<file path="src/rtl/dma_oam_ctrl.sv">
// OAM DMA controller: a CPU write to the trigger register copies DMA_LENGTH
// bytes from {source page, index} into OAM, one READ/WRITE cycle pair per byte.
module dma_oam_ctrl #(
    parameter int          DMA_LENGTH   = 160,
    parameter logic [15:0] OAM_BASE     = 16'hfe00,
    parameter logic [15:0] DMA_REG_ADDR = 16'hff46
) (
    input  logic        iClock,
    input  logic        iReset,
    input  logic [15:0] iCpuAddr,
    input  logic        iCpuWe,
    input  logic [7:0]  iCpuData,
    input  logic [7:0]  iMemReadData,
    output logic [15:0] oDmaAddr,
    output logic        oDmaWe,
    output logic [7:0]  oDmaData,
    output logic        oDmaActive,
    output logic [7:0]  oDmaReg
);

    typedef enum logic [1:0] {
        IDLE  = 2'd0,
        START = 2'd1,
        READ  = 2'd2,
        WRITE = 2'd3
    } state_t;

    localparam logic [7:0] LAST_INDEX = 8'(DMA_LENGTH - 1);

    state_t     state;
    state_t     state_next;
    logic [7:0] index;
    logic [7:0] index_next;
    logic [7:0] src_hi;
    logic [7:0] dma_reg;
    logic       trigger;

    // Pages e0-ff are echo RAM; fold them back onto the c0-df work RAM pages.
    function automatic logic [7:0] map_src(input logic [7:0] h);
        logic [7:0] r;
        if (h >= 8'he0) begin
            r = h & 8'hdf;
        end else begin
            r = h;
        end
        return r;
    endfunction

    assign trigger = iCpuWe && (iCpuAddr == DMA_REG_ADDR);
    assign oDmaReg = dma_reg;

    // State, index and trigger-register storage.
    always_ff @(posedge iClock or posedge iReset) begin
        if (iReset) begin
            state   <= IDLE;
            index   <= 8'h00;
            src_hi  <= 8'h00;
            dma_reg <= 8'h00;
        end else begin
            state <= state_next;
            index <= index_next;
            if (trigger) begin
                dma_reg <= iCpuData;
                src_hi  <= map_src(iCpuData);
            end else begin
                dma_reg <= dma_reg;
                src_hi  <= src_hi;
            end
        end
    end

    // Next-state logic; a trigger in any state (re)starts the transfer.
    always_comb begin
        state_next = state;
        index_next = index;
        case (state)
            IDLE: begin
                if (trigger) begin
                    state_next = START;
                    index_next = 8'h00;
                end else begin
                    state_next = IDLE;
                end
            end
            START: begin
                index_next = 8'h00;
                if (trigger) begin
                    state_next = START;
                end else begin
                    state_next = READ;
                end
            end
            READ: begin
                if (trigger) begin
                    state_next = START;
                    index_next = 8'h00;
                end else begin
                    state_next = WRITE;
                end
            end
            WRITE: begin
                if (trigger) begin
                    state_next = START;
                    index_next = 8'h00;
                end else if (index == LAST_INDEX) begin
                    state_next = IDLE;
                    index_next = 8'h00;
                end else begin
                    state_next = READ;
                    index_next = index + 8'h01;
                end
            end
            default: begin
                state_next = IDLE;
                index_next = 8'h00;
            end
        endcase
    end

    // Bus outputs decode only registered state, so the CPU bus never reaches oDmaWe.
    always_comb begin
        oDmaAddr   = 16'h0000;
        oDmaWe     = 1'b0;
        oDmaData   = 8'h00;
        oDmaActive = 1'b0;
        case (state)
            IDLE: begin
                oDmaActive = 1'b0;
            end
            START: begin
                oDmaActive = 1'b1;
            end
            READ: begin
                oDmaActive = 1'b1;
                oDmaAddr   = {src_hi, index};
            end
            WRITE: begin
                oDmaActive = 1'b1;
                oDmaWe     = 1'b1;
                oDmaAddr   = OAM_BASE + {8'h00, index};
                oDmaData   = iMemReadData;
            end
            default: begin
                oDmaActive = 1'b0;
            end
        endcase
    end

endmodule

</file>
<file path="config.mk">
export PLATFORM = sky130hd
export DESIGN_NAME = dma_oam_ctrl
export DESIGN_NICKNAME = d
export VERILOG_FILES = /design/src/rtl/dma_oam_ctrl.sv
export SDC_FILE = /design/constraint.sdc
export NUM_CORES = 1
export LEC_CHECK = 0
export CAP_MARGIN = 20
export CORE_ASPECT_RATIO = 1.1
export CORE_UTILIZATION = 34
export CTS_CLUSTER_DIAMETER = 80
export CTS_CLUSTER_SIZE = 8
export DETAILED_ROUTE_END_ITERATION = 10
export HOLD_SLACK_MARGIN = 0.05
export PLACE_DENSITY = 0.85
export SKIP_CTS_REPAIR_TIMING = 1
export SLEW_MARGIN = 30
export SYNTH_ARGS = -nofsm -noshare
export SYNTH_HDL_FRONTEND = slang
export SYNTH_SLANG_ARGS = --single-unit
</file>
<file path="constraint.sdc">
create_clock -name iClock -period 1.6 [get_ports iClock]
set_input_delay 0.4 -clock iClock [delete_from_list [all_inputs] [get_ports iClock]]
set_output_delay 0.4 -clock iClock [all_outputs]
set_load 0.02 [all_outputs]
</file>
* Word-level counts from Yosys, hierarchy flattened
Cells that the tools add are included.
** Storage, ports and cells
- Register bits :: 26
- Output and inout bits :: 34
** Cells by class
- Add/sub/neg operators :: 2
- Magnitude comparators :: 1
- Eq/ne operators :: 6
- Multiplexer cells :: 15
- Reductions and logical operators :: 4
** Operators with widths (number)
- 8-bit 2-to-1 mux :: 4
- 16-bit case mux with 2 select lines :: 1
- 8-bit case mux with 3 select lines :: 1
- 16-bit == test, second input constant :: 1
- 10-bit by 9-bit adder with 11-bit output, first input constant :: 1
- 8-bit by 1-bit adder with 8-bit output, second input constant :: 1
- 8-bit == test, second input constant :: 1
- 8-bit greater-or-equal comparator, second input constant :: 1
- 2-bit 2-to-1 mux :: 4
- 2-bit case mux with 4 select lines :: 1
- 6-bit 2-to-1 mux :: 1
- 2-bit == test, second input constant :: 2
- 3-bit OR reduction :: 1
- 2-bit by 1-bit == test with 1-bit output, second input constant :: 1
- 2-bit logical NOT :: 1
- 1-bit 2-to-1 mux :: 2
- 2-bit by 1-bit inequality test with 1-bit output, second input constant :: 1
- 1-bit case mux with 2 select lines :: 1
- 2-bit OR reduction :: 1
- 1-bit logical AND :: 1

* Logic depth before layout (Yosys ltp)
Gate-level depths: netlist of the first run.
- Word-level depth :: 4
- Gate-level depth with buffers :: 6
- Mapped depth without buffers :: 5

* Least setup slack after synthesis of the first run
No wires, ideal clock.
- Kind :: input to register
- Start :: input port iCpuAddr[5]
- End :: register src_hi[0]
- Library setup time :: 125 ps
- Data arrival time :: 1822 ps
- Required time :: 1475 ps
- Slack :: -347 ps
- Stages :: 6
- Buffers on the path :: 2
- Cells stage by stage :: or4b_1 -> nor3b_2 -> and3_1 -> buf_6 -> buf_12 -> mux2_4
** Between the ends
- Cells in the longest elaborated chain, start to end :: 2
** RTL lines
- from (decl) :: RTL line 10 : input logic [15:0] iCpuAddr,
- 16-bit == test :: RTL line 49 : assign trigger = iCpuWe && (iCpuAddr == DMA_REG_ADDR);
- 1-bit logical AND :: RTL line 49
- to (signal assigned) :: RTL line 64 : src_hi <= map_src(iCpuData);
- to (signal assigned) :: RTL line 67 : src_hi <= src_hi;
- to (decl) :: RTL line 34 : logic [7:0] src_hi;
No other way between the ends.
A chain may end at the register's enable or synchronous reset.

* Final worst setup path of the first run
- Start :: input port iCpuAddr[4]
- End :: register src_hi[1]
The elaborated chain is that of the path after synthesis.

==> out/results.ini, run 1 <==
[clock_tree]
clock_sinks=19
cts_tree=built
clock_path_buffers=2
clock_latency_ps=320
h-tree-depth=1
root_buffer=clkbuf_4
cts.clk_slew.worst_paths_ps=110
cts_buffers=3

[setup_path]
startpoint_type=primary input
crit_fanout=6
r2r_slack_ps=10
worst_path_max_delay_cell=or4b_4
crit_chain=clkbuf_2 -> or4b_4 -> nor3b_4 -> and3_4 -> buf_12 -> buf_8 -> mux2_4
critPathTopFamily=simple AND/OR/NAND/NOR gates
worstPathRequired_ps=1810
cp-end-kind=flip-flop
reg2reg_to=index[6]$_DFFE_PP0P_
slowest_delay_ps=550
crit_arrival_ps=2050
rr_worst_depth=6
timing_worst_setup_path_type=primary input to flip-flop
reg2reg_from=index[1]$_DFFE_PP0P_
crit_buf_inv=3

[pwr]
p_sw_mw=0.381
p_leak_nw=1.24
powerDensity_nw_per_um2=531
swShare_pct=29.7
worst_ir_drop_vdd_uv=239
p_comb_share_pct=37.6
clkPwrFrac_pct=20.4
seqPwrFrac_pct=42.0
p_int_mw=0.902
total_power_mw=1.28

[cells_and_area]
multiInputGateArea_um2=791
seq_area_um2=478
syn_to_final_growth_pct=99.6
final_cells=276
drive_gt1_share_pct=50.9
fin_nets=265
insertedDiodeCount=0
nFillCells=238

[synth]
synthAdderAreaFrac_pct=1.03
ys_seq_area_share_pct=39.3
synth_area_leader_cell=dfrtp_1
syn_inst=136
synth_compound_gate_area_share_pct=7.14
synth_top_family_by_area=simple AND/OR/NAND/NOR gates
synth_top_cell_area_share_pct=39.3
ys_ff_latch=19
synth_xor_area_share_pct=0
syn_avg_cell_area_um2=8.90
netlist-cell-type-count=32
synth_nets=172
muxShareOfSynthArea_pct=12.4
synth_warnings=0
synth_edf_count=0
yosys.area_share.simple_pct=29.8
ys.flop_type=dfrtp_1
syn_area_um2=1210
async_reset_ff_share_pct=100
synth_area_leaders=dfrtp_1 39%, nor2_1 7.8%, mux2_2 7.4%

[global_routing]
grt_antenna_before_repair=0
grt-ovfl-total=0
track_usage_pct=18.5
first_global_vias=1303
grt_max_degree=20
grt_pass1_wl_mm=5.38

[timing]
fmax_mhz=543
slew_headroom_pct=73.5
slew_viol_final=0
finalCriticalPeriod_ps=1840
rsz0062_at_grt=yes
finalSetupViolations=39
final_hold_viol_count=0
fin_ws_ps=-242
tightest_slew_ps=397
post-route-period-util_pct=115
fin_worst_skew_ps=7.06

[routing]
wl_per_cell_um=15.3
drc=0
wl_met2_mm=2.31
wl_met3_um=221
routed_wl_mm=4.22
highest_layer=met4
drt-pass1-iter-count=4
num_vias=1376
drt_iter0_drc=20
wl_met1_mm=1.60
viasPerCell=4.99
ant_nets=0

[die]
pin_count=69
placementRows=22
core_um2=3360
fp.dieH_um=64.6
die_w_um=58.9
die_area_um2=3800
initial_core_util_pct=36.0

[placed_design]
place_congestion=0.917
hpwlAfterDp_mm=2.57
port_buffers=68
placed_cells=262

[status]
violations=setup timing
outcome=finished, violations left

[hold_path]
hold_class=primary input to async pin

[run]
maxCapViolations=0

cell type report:
cell class | instances | area share, %
sequential | 19 | 19.8
clock buffer | 4 | 1.09
timing repair buffer | 104 | 43.3
multi-input combinational | 97 | 32.7
inverter | 4 | 0.622
tap | 48 | 2.49
metrics by stage:
| stage | setup TNS (ps) | util, % | instance area, µm² | setup slack (ps) | hold WS (ps) |
|---|---|---|---|---|---|
| after CTS | -19410 | 61.9 | 2080 | -547 | 407 |
| after global placement | -16660 | 61.1 | 2050 | -710 | 497 |
| after floorplan | -2560 | - | 1210 | -309 | 351 |
| final | -4790 | 71.9 | 2410 | -242 | 386 |
| after detailed placement | -17970 | 61.1 | 2050 | -769 | 499 |
| after global routing | -6360 | 71.9 | 2410 | -254 | 434 |
power by group through the flow:
stage	combinational, mW	clock, mW	sequential, mW
2_1_floorplan	0.178	0	0.554
3_3_place_gp	0.414	0	0.543
3_5_place_dp	0.419	0	0.545
4_1_cts	0.422	0.251	0.536
5_1_grt	0.521	0.293	0.543
6_report	0.482	0.262	0.539
tightest hold or removal path: stages:
cell and delay, ps:
clkdlybuf4s50_1 400, inv_1 50, buf_4 250
placed cells by master (no fill, tap or decap), types with 3 or more instances in the layout:
cell and instances:
a21oi_1 3, and2_4 6, and3_4 10, buf_4 25, buf_6 31, clkbuf_2 3, clkbuf_4 3, clkdlybuf4s50_1 30
dfrtp_1 17, dlymetal6s2s_1 9, mux2_2 7, mux2_4 3, mux2i_1 3, nand2_1 9, nand3_1 5, nor2_1 12
nor2_2 3, nor2_4 10, o21ai_0 3
worst max path at each step:
stage                             from                     to  cells after the start
floorplan                  iCpuAddr[5]  src_hi[0]$_DFFE_PP0P_                      6
global placement           iCpuAddr[5]  src_hi[4]$_DFFE_PP0P_                      6
detailed placement         iCpuAddr[5]  src_hi[3]$_DFFE_PP0P_                      6
CTS                 state[1]$_DFF_PP0_           oDmaAddr[10]                      4
global route               iCpuAddr[4]  src_hi[0]$_DFFE_PP0P_                      7
finish                     iCpuAddr[4]  src_hi[1]$_DFFE_PP0P_                      7
flip-flops by register name (all words and copies together) (netlist names):
register / cells
oDmaReg: 1
src_hi: 8
index: 8
state: 2
synthesized netlist by cell type (3+ instances only):
cell / instances
clkbuf_1: 7
and2_1: 7
mux2i_1: 3
dfrtp_1: 19
nor2_1: 25
buf_4: 7
mux2_2: 8
nand3_1: 5
and3_1: 11
o21ai_0: 3
nand2_1: 10
inv_1: 4
a21oi_1: 3
kinds of logic after synthesis:
kind of cell	after synthesis
buf+inv	20
mux	13
compound gates	13
simple gates	70
flops	19
fa+ha+maj	1
metal layers:
| layer | track usage [%] | vias up |
|---|---|---|
| li1 | - | 647 |
| met1 | 19.4 | 665 |
| met2 | 34.8 | 57 |
| met3 | 3.99 | 7 |
| met4 | 7.44 | 0 |
| met5 | 0 | - |
No activity file was read; power rests on OpenSTA's default activity.
==> inputs of run 2 (changes only) <==
Settings changed: CELL_PAD_IN_SITES_DETAIL_PLACEMENT set to 1, CELL_PAD_IN_SITES_GLOBAL_PLACEMENT set to 2, CORE_MARGIN set to 1, CORE_UTILIZATION 34 to 18, PLACE_DENSITY 0.85 to 0.83, SETUP_SLACK_MARGIN set to 0.5.
==> run 2 against run 1 <==
The run still ends with setup timing left. Highest routed layer unchanged. Sequential cell count is the same. Die area up 86%. Critical path depth fell by 1. Final cell count up 12%. Non-clock buffer count grew 1. Core utilization shrank 32 points. Via count is 1.2% lower. Total power grew 8.8%. Count of clock-buffer cells in the layout is the same. Fmax is 6.3% higher. Combinational power up 4.4%.
==> out/results.ini, run 2 (synthesis results as in run 1) <==
[status]
outcome=finished, violations left
violations=setup timing

[die]
pin_count=69
initial_core_util_pct=19.1
fp.dieH_um=88.0
core_um2=6340
die_w_um=80.2
placementRows=30
die_area_um2=7050

[timing]
finalCriticalPeriod_ps=1730
finalSetupViolations=23
tightest_slew_ps=269
slew_viol_final=0
rsz0062_at_grt=yes
slew_headroom_pct=82.0
hold_slack_ps=469
final_hold_viol_count=0
post-route-period-util_pct=108
fin_ws_ps=-132
fin_worst_skew_ps=7.41
fmax_mhz=577

[placed_design]
port_buffers=68
place_congestion=0.806
hpwlAfterDp_mm=3.17
place_area_um2=2340

[global_routing]
grt-ovfl-total=0
grt_antenna_before_repair=0
first_global_vias=1446
track_usage_pct=12.2
grt_max_degree=20
grt_pass1_wl_mm=6.54

[setup_path]
worst_path_max_delay_cell=or4b_4
slowest_delay_ps=540
critPathTopFamily=simple AND/OR/NAND/NOR gates
critical_path_depth=6
startpoint_type=primary input
rr_worst_depth=5
crit_fanout=5
cp-end-kind=flip-flop
crit_chain=clkbuf_2 -> or4b_4 -> nor3b_4 -> and3_4 -> buf_6 -> mux2_4
timing_worst_setup_path_type=primary input to flip-flop
worstPathRequired_ps=1760
crit_buf_inv=2
crit_arrival_ps=1890

[clock_tree]
root_buffer=clkbuf_8
cts.clk_slew.worst_paths_ps=80
cts_buffers=3
clock_sinks=19
h-tree-depth=1
clock_latency_ps=270
clock_path_buffers=2
cts_tree=built

[cells_and_area]
multiInputGateArea_um2=850
fin_nets=266
nFillCells=721
layout_commonest_cell=buf_6
drive_gt1_share_pct=56.3
final_cell_mix=35 x buf_6, 30 x clkdlybuf4s50_1, 30 x buf_4, 16 x nor2_4, 16 x dfrtp_1
syn_to_final_growth_pct=112
seq_area_um2=479
final_area_um2=2560
reg_top3=index x8, src_hi x8, state x2
insertedDiodeCount=0

[routing]
viasPerCell=4.40
drt-pass1-iter-count=3
num_vias=1359
drt_iter0_drc=30
ant_nets=0
drc=0
wl_per_cell_um=13.9
routed_wl_mm=4.31

[pwr]
total_power_mw=1.40
p_leak_nw=1.15
powerDensity_nw_per_um2=545
worst_ir_drop_vdd_uv=291

[hold_path]
hold_class=primary input to async pin

[run]
maxCapViolations=0

==> run 2: cell types whose count changed in the layout (fill, tap and decap cells not counted), sizes merged <==
| cell | before | now |
|---|---|---|
| clkinvlp | 0 | 1 |
| buf | 62 | 70 |
| dlymetal6s2s | 9 | 2 |
| inv | 4 | 3 |
==> run 2: area by class of cell <==
type	count	area share (%)
Clock buffer	4	1.76
Timing Repair Buffer	105	41.6
Inverter	4	0.831
Tap cell	80	3.91
Multi-Input combinational cell	97	33.2
Sequential cell	19	18.7
==> run 2: worst min-delay path: stages <==
cell and delay [ps]:
clkdlybuf4s50_1 400, inv_1 60, buf_4 270
==> run 2: metal layers <==
metal	global-route usage, %	wire [µm]	vias to the layer above
met5	0	0	-
met4	4.38	55	0
met3	4.48	383	5
met2	21.4	2210	61
met1	13.4	1660	647
li1	-	-	646
==> run 2: worst paths after layout <==
check | from | to | slack [ps]
min reg2reg | oDmaReg[5]$_DFFE_PP0P_ | oDmaReg[5]$_DFFE_PP0P_ | 560
min in group iClock | oDmaReg[5]$_DFFE_PP0P_ | oDmaReg[5]$_DFFE_PP0P_ | 560
max | iCpuAddr[4] | src_hi[6]$_DFFE_PP0P_ | -130
max in group asynchronous | iReset | state[0]$_DFF_PP0_ | 890
min | iReset | oDmaReg[5]$_DFFE_PP0P_ | 470
max reg2reg | index[0]$_DFFE_PP0P_ | index[5]$_DFFE_PP0P_ | 100
==> run 2: power by group <==
part	switching [mW]	leakage, nW	internal [mW]	total (mW)
sequential	0.0236	0.251	0.517	0.541
combinational	0.204	0.873	0.299	0.503
clock	0.174	0.0228	0.178	0.352
total	0.402	1.15	0.994	1.40
==> run 2: through the flow <==
| step | setup slack (ps) | cells | setup TNS, ps | util [%] |
|---|---|---|---|---|
| final | -132 | 309 | -1770 | 40.4 |
| after global routing | -168 | 309 | -3230 | 40.4 |
| after CTS | -540 | 303 | -21080 | 37.5 |
| after detailed placement | -782 | 299 | -19410 | 36.8 |
| after global placement | -728 | 299 | -18320 | 36.8 |
| after floorplan | -307 | 136 | -2500 | - |
==> inputs of run 3 (changes only) <==
==> constraint.sdc (replaced) <==
create_clock -name iClock -period 1.6 [get_ports iClock]
set_input_delay 0.16 -clock iClock [delete_from_list [all_inputs] [get_ports iClock]]
set_output_delay 0.16 -clock iClock [all_outputs]
set_load 0.02 [all_outputs]
==> run 3 against run 2 <==
The run now ends clean. Sequential cell count stayed put. Clock skew decreased by 4.1 ps. Count of clock-buffer cells in the layout unchanged. Die area did not move. Wire length fell by 1.2%. Clock power down 2%. Non-clock buffer count is 12 lower. Register-to-register slack improved by 60 ps. Core utilization shrank 2.6 points. Setup slack improved by 190 ps. Global-route usage fell by 1.5 points. Sequential share of layout area rose by 1.3 points.
==> out/results.ini, run 3 (synthesis results as in run 1) <==
[setup_path]
timing_worst_setup_path_type=primary input to flip-flop
worstPathRequired_ps=1740
crit_buf_inv=2
startpoint_type=primary input
slowest_delay_ps=540
worst_path_max_delay_cell=or4b_4
r2r_slack_ps=160
critPathTopFamily=simple AND/OR/NAND/NOR gates
crit_fanout=4
cp-end-kind=flip-flop
crit_chain=buf_6 -> or4b_4 -> nor3b_4 -> and3_4 -> clkbuf_16 -> mux2_4
crit_arrival_ps=1690

[clock_tree]
clock_path_buffers=2
root_buffer=clkbuf_8
clock_latency_ps=250
h-tree-depth=1
cts_tree=built
cts_buffers=3
cts.clk_slew.worst_paths_ps=80
clock_sinks=19

[die]
core_um2=6340
placementRows=30
pin_count=69
die_w_um=80.2
die_area_um2=7050
fp.dieH_um=88.0
initial_core_util_pct=19.1

[global_routing]
track_usage_pct=10.7
grt_max_degree=20
grt_pass1_wl_mm=5.84
grt_antenna_before_repair=0
grt-ovfl-total=0
first_global_vias=1292

[timing]
finalCriticalPeriod_ps=1550
fmax_mhz=647
rsz0062_at_grt=yes
slew_headroom_pct=73.9
post-route-period-util_pct=96.6
final_hold_viol_count=0
finalSetupViolations=0
tightest_slew_ps=391
slew_viol_final=0
fin_worst_skew_ps=3.36
hold_slack_ps=223
setup-tns-final_ps=0
fin_ws_ps=54.6

[hold_path]
hold_class=primary input to async pin

[placed_design]
place_congestion=0.712
placed_cells=284
port_buffers=68
place_ws_ps=-558
hpwlAfterDp_mm=3.00

[routing]
routed_wl_mm=4.26
wl_per_cell_um=14.3
ant_nets=0
drc=0
drt_iter0_drc=35
drt-pass1-iter-count=4
num_vias=1296
viasPerCell=4.36

[cells_and_area]
final_cell_mix=30 x clkdlybuf4s50_1, 18 x buf_4, 17 x dfrtp_1, 16 x buf_6, 12 x nor2_4
drive_gt1_share_pct=47.0
syn_to_final_growth_pct=97.7
reg_top3=index x8, src_hi x8, state x2
fin_nets=254
layout_commonest_cell=clkdlybuf4s50_1
insertedDiodeCount=0
final_cells=297

[run]
maxCapViolations=0

[pwr]
p_leak_nw=1.14
powerDensity_nw_per_um2=525
worst_ir_drop_vdd_uv=257
total_power_mw=1.26

[status]
outcome=complete, no violations

-- run 3: routing by layer --
layer / track usage [%] / vias to the layer above / wire length (µm) / part of all wire [%]
li1: - / 628 / - / -
met1: 11.6 / 619 / 1700 / 40
met2: 21.4 / 47 / 2310 / 54
met3: 2.29 / 2 / 234 / 5.5
met4: 1.46 / 0 / 9 / 0.21
met5: 0 / - / 0 / 0
-- run 3: final timing paths --
path                                                to                   start  cells after the start
worst max-delay path             src_hi[1]$_DFFE_PP0P_             iCpuAddr[7]                      6
worst min-delay path             src_hi[0]$_DFFE_PP0P_                  iReset                      3
worst max register to register    index[5]$_DFFE_PP0P_    index[0]$_DFFE_PP0P_                      5
worst min register to register  oDmaReg[5]$_DFFE_PP0P_  oDmaReg[5]$_DFFE_PP0P_                      1
max in group asynchronous         index[2]$_DFFE_PP0P_                  iReset                      3
min in group iClock             oDmaReg[5]$_DFFE_PP0P_             iCpuAddr[7]                      6
-- run 3: where the power goes --
group / internal [mW] / total [mW] / switching, mW
registers: 0.518 / 0.571 / 0.0533
logic: 0.192 / 0.340 / 0.148
clock network: 0.177 / 0.346 / 0.169
total: 0.887 / 1.26 / 0.370
-- run 3: cell type report --
type	instances	area [µm²]
Tap cell	80	100
Multi-Input combinational cell	97	806
Sequential cell	19	478
Clock buffer	4	45.0
Timing Repair Buffer	93	946
Inverter	4	17.5
Fill cell	715	3950
-- run 3: tightest hold or removal path: cells and delay by family --
family   cells  cell delay (ps)
buf+inv      3              700
-- run 3: through the flow --
step	utilization, %	instance area (µm²)
global route	37.7	2390
detailed placement	32.6	2070
floorplan	-	1250
finish	37.7	2390
CTS	33.4	2120
global placement	32.6	2070
